--- config.mk ---
export PLATFORM = sky130hd
export DESIGN_NAME = fixed_point_divider
export DESIGN_NICKNAME = d
export VERILOG_FILES = /design/src/rtl/fixed_point_divider.sv
export SDC_FILE = /design/constraint.sdc
export NUM_CORES = 1
export LEC_CHECK = 0
export ABC_AREA = 0
export BUFFER_PORTS_ARGS = -buffer_cell sky130_fd_sc_hd__clkbuf_2
export CAP_MARGIN = 40
export CELL_PAD_IN_SITES_DETAIL_PLACEMENT = 1
export CELL_PAD_IN_SITES_GLOBAL_PLACEMENT = 1
export CORE_ASPECT_RATIO = 1.4
export CORE_MARGIN = 3
export CORE_UTILIZATION = 41
export DETAILED_ROUTE_END_ITERATION = 16
export GPL_TIMING_DRIVEN = 0
export PLACE_DENSITY_LB_ADDON = 0.1
export SYNTH_ARGS = -nofsm -noshare
export SYNTH_HDL_FRONTEND = slang
export SYNTH_SLANG_ARGS = --single-unit
export TNS_END_PERCENT = 5
--- constraint.sdc ---
create_clock -name clk -period 4 [get_ports clk]
set_input_delay 0.2 -clock clk [delete_from_list [all_inputs] [get_ports clk]]
set_output_delay 0.2 -clock clk [all_outputs]
set_load 0.01 [all_outputs]
--- src/rtl/fixed_point_divider.sv ---
`default_nettype none
// ============================================================================
// Module      : fixed_point_divider
// Description : Multi-cycle signed Q-format divider.
//               Computes result = (a << Q_BITS) / b with a radix-2 restoring
//               iteration. It uses a start/valid handshake and a busy flag.
//               Optional macro DIV_SATURATE_EN: when defined, an overflowing
//               quotient saturates. When undefined, the quotient wraps to its
//               low WIDTH bits. Divide-by-zero saturates in both builds.
// Revision    : 1.0 - initial release
// ============================================================================
module fixed_point_divider #(
  parameter int WIDTH  = 32,
  parameter int Q_BITS = 16
) (
  input  logic             clk,
  input  logic             rst,
  input  logic             start_i,
  input  logic [WIDTH-1:0] a_i,
  input  logic [WIDTH-1:0] b_i,
  output logic             busy_o,
  output logic             valid_o,
  output logic [WIDTH-1:0] result_o,
  output logic             div_by_zero_o,
  output logic             overflow_o
);

  // Quotient bits produced. This covers the integer and fraction parts of
  // the pre-shifted dividend.
  localparam int N     = WIDTH + Q_BITS;
  localparam int CNT_W = (N > 1) ? $clog2(N) : 1;

  localparam logic [1:0] S_IDLE   = 2'd0;
  localparam logic [1:0] S_CALC   = 2'd1;
  localparam logic [1:0] S_FINISH = 2'd2;

  // Largest magnitudes representable for a positive / negative result.
  localparam logic [N-1:0]     POS_LIM = {{(N-WIDTH+1){1'b0}}, {(WIDTH-1){1'b1}}};
  localparam logic [N-1:0]     NEG_LIM = POS_LIM + N'(1);
  localparam logic [WIDTH-1:0] MAX_POS = {1'b0, {(WIDTH-1){1'b1}}};
  localparam logic [WIDTH-1:0] MIN_NEG = {1'b1, {(WIDTH-1){1'b0}}};

  // Control state
  logic [1:0]       state_q,    state_d;
  logic [CNT_W-1:0] cnt_q,      cnt_d;
  logic             sign_q,     sign_d;
  logic             dz_q,       dz_d;

  // Datapath state
  logic [N-1:0]     dividend_q, dividend_d;
  logic [WIDTH-1:0] divisor_q,  divisor_d;
  logic [WIDTH-1:0] rem_q,      rem_d;
  logic [N-1:0]     quot_q,     quot_d;

  // Output registers
  logic             valid_q,    valid_d;
  logic [WIDTH-1:0] result_q,   result_d;
  logic             dzf_q,      dzf_d;
  logic             ovf_q,      ovf_d;

  // Operand magnitudes. The most negative value maps to 2^(WIDTH-1), which
  // is exact as an unsigned number.
  logic [WIDTH-1:0] w_abs_a;
  logic [WIDTH-1:0] w_abs_b;

  // Restoring step. The stored remainder is always below the divisor, so
  // WIDTH bits hold it. The shifted working value needs one extra bit.
  logic [WIDTH:0]   w_rem_shift;
  logic             w_rem_ge;
  logic [WIDTH-1:0] w_rem_sub;

  // Finish-stage result formation
  logic             w_ovf;
  logic [WIDTH-1:0] w_mag_low;
  logic [WIDTH-1:0] w_wrapped;
  logic [WIDTH-1:0] w_sat;
  logic [WIDTH-1:0] w_final;

  // Combinational helpers for operand capture and one restoring iteration
  always_comb begin
    w_abs_a     = a_i[WIDTH-1] ? (~a_i + WIDTH'(1)) : a_i;
    w_abs_b     = b_i[WIDTH-1] ? (~b_i + WIDTH'(1)) : b_i;
    w_rem_shift = {rem_q, dividend_q[N-1]};
    w_rem_ge    = (w_rem_shift >= {1'b0, divisor_q});
    // The true difference is below the divisor, so the low WIDTH bits are exact.
    w_rem_sub   = w_rem_shift[WIDTH-1:0] - divisor_q;
  end

  // Sign application, overflow detection and saturation for the finish cycle
  always_comb begin
    w_ovf     = sign_q ? (quot_q > NEG_LIM) : (quot_q > POS_LIM);
    w_mag_low = quot_q[WIDTH-1:0];
    w_wrapped = sign_q ? (~w_mag_low + WIDTH'(1)) : w_mag_low;
    w_sat     = sign_q ? MIN_NEG : MAX_POS;
`ifdef DIV_SATURATE_EN
    w_final   = w_ovf ? w_sat : w_wrapped;
`else
    w_final   = w_wrapped;
`endif
  end

  // Next-state logic: handshake, iteration control and result registration
  always_comb begin
    state_d    = state_q;
    cnt_d      = cnt_q;
    sign_d     = sign_q;
    dz_d       = dz_q;
    dividend_d = dividend_q;
    divisor_d  = divisor_q;
    rem_d      = rem_q;
    quot_d     = quot_q;
    valid_d    = 1'b0;
    result_d   = result_q;
    dzf_d      = dzf_q;
    ovf_d      = ovf_q;

    case (state_q)
      S_IDLE: begin
        if (start_i) begin
          sign_d     = a_i[WIDTH-1] ^ b_i[WIDTH-1];
          dz_d       = (b_i == '0);
          // Zero-extend |a| to N bits and shift it up by Q_BITS.
          dividend_d = {w_abs_a, {Q_BITS{1'b0}}};
          divisor_d  = w_abs_b;
          rem_d      = '0;
          quot_d     = '0;
          cnt_d      = CNT_W'(N - 1);
          state_d    = (b_i == '0) ? S_FINISH : S_CALC;
        end
      end

      S_CALC: begin
        dividend_d = {dividend_q[N-2:0], 1'b0};
        if (w_rem_ge) begin
          rem_d  = w_rem_sub;
          quot_d = {quot_q[N-2:0], 1'b1};
        end else begin
          rem_d  = w_rem_shift[WIDTH-1:0];
          quot_d = {quot_q[N-2:0], 1'b0};
        end
        if (cnt_q == '0) begin
          state_d = S_FINISH;
        end else begin
          cnt_d = cnt_q - CNT_W'(1);
        end
      end

      S_FINISH: begin
        valid_d = 1'b1;
        state_d = S_IDLE;
        if (dz_q) begin
          // For b == 0 the latched sign equals the sign of a.
          result_d = w_sat;
          dzf_d    = 1'b1;
          ovf_d    = 1'b0;
        end else begin
          result_d = w_final;
          dzf_d    = 1'b0;
          ovf_d    = w_ovf;
        end
      end

      default: begin
        state_d = S_IDLE;
      end
    endcase
  end

  // State registers with synchronous reset. Reset aborts any operation.
  always_ff @(posedge clk) begin
    if (rst) begin
      state_q    <= S_IDLE;
      cnt_q      <= '0;
      sign_q     <= 1'b0;
      dz_q       <= 1'b0;
      dividend_q <= '0;
      divisor_q  <= '0;
      rem_q      <= '0;
      quot_q     <= '0;
      valid_q    <= 1'b0;
      result_q   <= '0;
      dzf_q      <= 1'b0;
      ovf_q      <= 1'b0;
    end else begin
      state_q    <= state_d;
      cnt_q      <= cnt_d;
      sign_q     <= sign_d;
      dz_q       <= dz_d;
      dividend_q <= dividend_d;
      divisor_q  <= divisor_d;
      rem_q      <= rem_d;
      quot_q     <= quot_d;
      valid_q    <= valid_d;
      result_q   <= result_d;
      dzf_q      <= dzf_d;
      ovf_q      <= ovf_d;
    end
  end

  assign busy_o        = (state_q != S_IDLE);
  assign valid_o       = valid_q;
  assign result_o      = result_q;
  assign div_by_zero_o = dzf_q;
  assign overflow_o    = ovf_q;

endmodule
`default_nettype wire
==> results.cfg <==
[run_status]
outcome = complete, no violations

[grt]
antenna_found_initial = 0
grt_max_degree = 19
grt_first_pass_wirelength_mm = 57.3
overflow = 0
grt_use_total_pct = 25.8
first_global_vias = 10900

[sta]
rsz0062_at_grt = false
hold_viol_final = 0
period_minus_slack_ns = 3.71
fin_skew_ns = 0.0120
slew_violations = 0
relSlewSlack_pct = 48.1
fin_crit_sh_pct = 92.9
setup_viol = 0
fmax_mhz = 269
tightest_slew_ns = 0.773

[synthesis]
syn_avg_cell_area_um2 = 7.99
yosysWarnings = 0
syn-num-nets = 1440
ys_seq_area_share_pct = 35.5
synth_seq_cells = 189
async_reset_ff_share_pct = 0
synth_edf_count = 0
synth_area_um2 = 10700
synthFlopType = dfxtp_1
syn-instance-count = 1335
synth.distinct_cells = 63

[die]
dieArea_um2 = 28000
coreArea_um2 = 25500
io_pins = 103
fp-row-count = 69
die_y_um = 197
die_x_um = 142
start_util_pct = 41.9

[clocking]
cts_root_buf = clkbuf_16
cts_tree = built
clk_pin_slew_ns = 0.07
htree_levels = 4
clk_latency_ns = 0.45
clk_path_buf_depth = 2
cts.sinks = 189
cts-buffers-inserted = 17

[worst_setup_path]
crit_arrival_ns = 4.04
path_delay_family = compound AO/OA/AOI/OAI gates
critPathRequiredTime_ns = 4.32
slowest_stage = a311oi_2
path_common_cell = o21ai_1
critical_path_class = flop to flop
cp_slowest_stage_delay_ns = 0.52
critPathBufInv = 5
cp-end-kind = flop
cp_max_fo = 10
crit_chain = inv_1 > ha_1 > nor2b_1 > o2111ai_1 > a311oi_2 > o2111ai_2 > a2111oi_2 > clkbuf_2 > o21ai_1 > buf_2 > and2_1 > clkbuf_1 > buf_4 > a32oi_1 > o21ai_1
cp-start-kind = flop

[pwr]
pwr-share-clk_pct = 37.3
seqPwrFrac_pct = 41.7
swShare_pct = 32.4
comb_power_share_pct = 21.0
internal-power_uw = 3290
ir_drop_mv = 0.310
p_sw_uw = 1580
power_density_nw_per_um2 = 399
p_leak_uw = 0.00484

[place]
dpl_cell_area_um2 = 11600
gp_congestion = 0.920
port_buffers = 101
dp_hpwl_mm = 27.9

[drt]
route.detailed.drc = 0
drtAntennaViolNets = 0
wl_per_cell_um = 20.4
viasPerCell = 5.90
drtIter0Drc = 526
num_vias = 10600
first_pass_iters = 7
routed_wirelength_mm = 36.4

[hold_path]
min_path_type = primary input to flop

[flow_run]
cap_violations = 0

[final_layout]
drive_above_1_share_pct = 10.7
nNetsFinal = 1562
diodes = 0
final_common_cell = nor2_1
final_area_um2 = 12200
area_delta_synth_final_pct = 14.6
fin_util_pct = 48.0
layout_common_cells = 199 x nor2_1, 189 x dfxtp_1, 102 x clkbuf_2, 85 x clkbuf_1, 83 x a21oi_1
per-layer routing:
| layer | vias up | wire, µm | track usage [%] |
|---|---|---|---|
| met5 | - | 0 | 0 |
| met4 | 0 | 1340 | 11.1 |
| met3 | 65 | 867 | 3.18 |
| met2 | 176 | 19700 | 48.9 |
| li1 | 5113 | - | - |
| met1 | 5210 | 14600 | 28.4 |
worst register-to-register path, cell delays in order, from the launching register on:
cell,delay (ns)
dfxtp_1,0.41
inv_1,0.07
ha_1,0.31
nor2b_1,0.17
o2111ai_1,0.17
a311oi_2,0.52
o2111ai_2,0.21
a2111oi_2,0.36
clkbuf_2,0.20
o21ai_1,0.09
buf_2,0.21
and2_1,0.18
clkbuf_1,0.18
buf_4,0.24
a32oi_1,0.21
o21ai_1,0.08
logic make-up (layout without fill, tap and decap cells):
| family | Yosys count | in the layout | synth area share (%) |
|---|---|---|---|
| multiplexers | 11 | 11 | 1.03 |
| AND/OR/NAND/NOR | 432 | 432 | 18.8 |
| AO/OA/AOI/OAI | 425 | 425 | 27.4 |
| adder cells (fa/ha/maj) | 38 | 38 | 4.53 |
| flip-flops | 189 | 189 | 35.5 |
| XOR/XNOR | 92 | 92 | 7.56 |
| buffers and inverters | 148 | 283 | 5.22 |
cells in the mapped netlist (36+ instances only):
library cell / count / area [µm²]
ha_1: 37 / 463
clkbuf_1: 88 / 330
xor2_1: 41 / 359
xnor2_1: 51 / 447
a211oi_1: 50 / 375
o21ai_0: 44 / 220
nand2_1: 82 / 308
dfxtp_1: 189 / 3780
inv_1: 55 / 206
nor2_1: 199 / 747
a21oi_1: 83 / 415
nor3_1: 36 / 180
o21ai_1: 46 / 230
a22oi_1: 51 / 383
path summary, 6_finish.rpt:
kind                                   start  slack [ns]                    endpoint  cells past startpoint
setup reg to reg   divisor_q[1]$_SDFFE_PP0P_        0.29      rem_q[18]$_SDFFE_PP0P_                     15
hold / removal                        b_i[0]        0.04   divisor_q[0]$_SDFFE_PP0P_                      3
setup / recovery   divisor_q[1]$_SDFFE_PP0P_        0.29      rem_q[18]$_SDFFE_PP0P_                     15
hold reg to reg   divisor_q[26]$_SDFFE_PP0P_        0.46  divisor_q[26]$_SDFFE_PP0P_                      2
state kept, by name, summed over array words and instances, names as in the netlist:
name and count:
quot_q 48, overflow_o 1, rem_q 32, cnt_q 6
divisor_q 32, result_o 32, div_by_zero_o 1, dz_q 1
state_q 2, dividend_q 32, sign_q 1, valid_o 1
layout make-up:
type	count	area, µm²
sequential	189	3780
timing repair buffer	103	518
multi-input combinational	998	6340
clock inverter	14	174
tap	319	399
fill	3181	13300
inverter	55	206
buffer	93	357
clock buffer	18	439
power groups by stage:
stage	Combinational, µW	Sequential [µW]	Clock [µW]
after floorplan	681	2060	0
after global placement	989	2070	0
after detailed placement	1010	2070	0
after CTS	1020	2030	1840
after global routing	1130	2040	1920
final	1020	2030	1820
metrics by stage:
| step | setup WS (ns) | total power [µW] | TNS (ns) | hold WS, ns | cells |
|---|---|---|---|---|---|
| global placement | -0.782 | 3060 | -15.60 | 0.442 | 1755 |
| CTS | 0.0159 | 4890 | 0 | 0.0231 | 1789 |
| detailed placement | -0.484 | 3080 | -7.62 | 0.453 | 1757 |
| finish | 0.285 | 4870 | 0 | 0.0354 | 1789 |
| floorplan | 0.844 | 2740 | 0 | 0.336 | 1335 |
| global route | 0.0107 | 5100 | 0 | 0.0466 | 1789 |
repair_timing:
action	CTS	global route
hold buffers	0	0
resized for setup	6	6
setup endpoints to repair	21	21
buffers inserted	0	0
pin swaps	1	2
(Power assumes the default switching activity.)
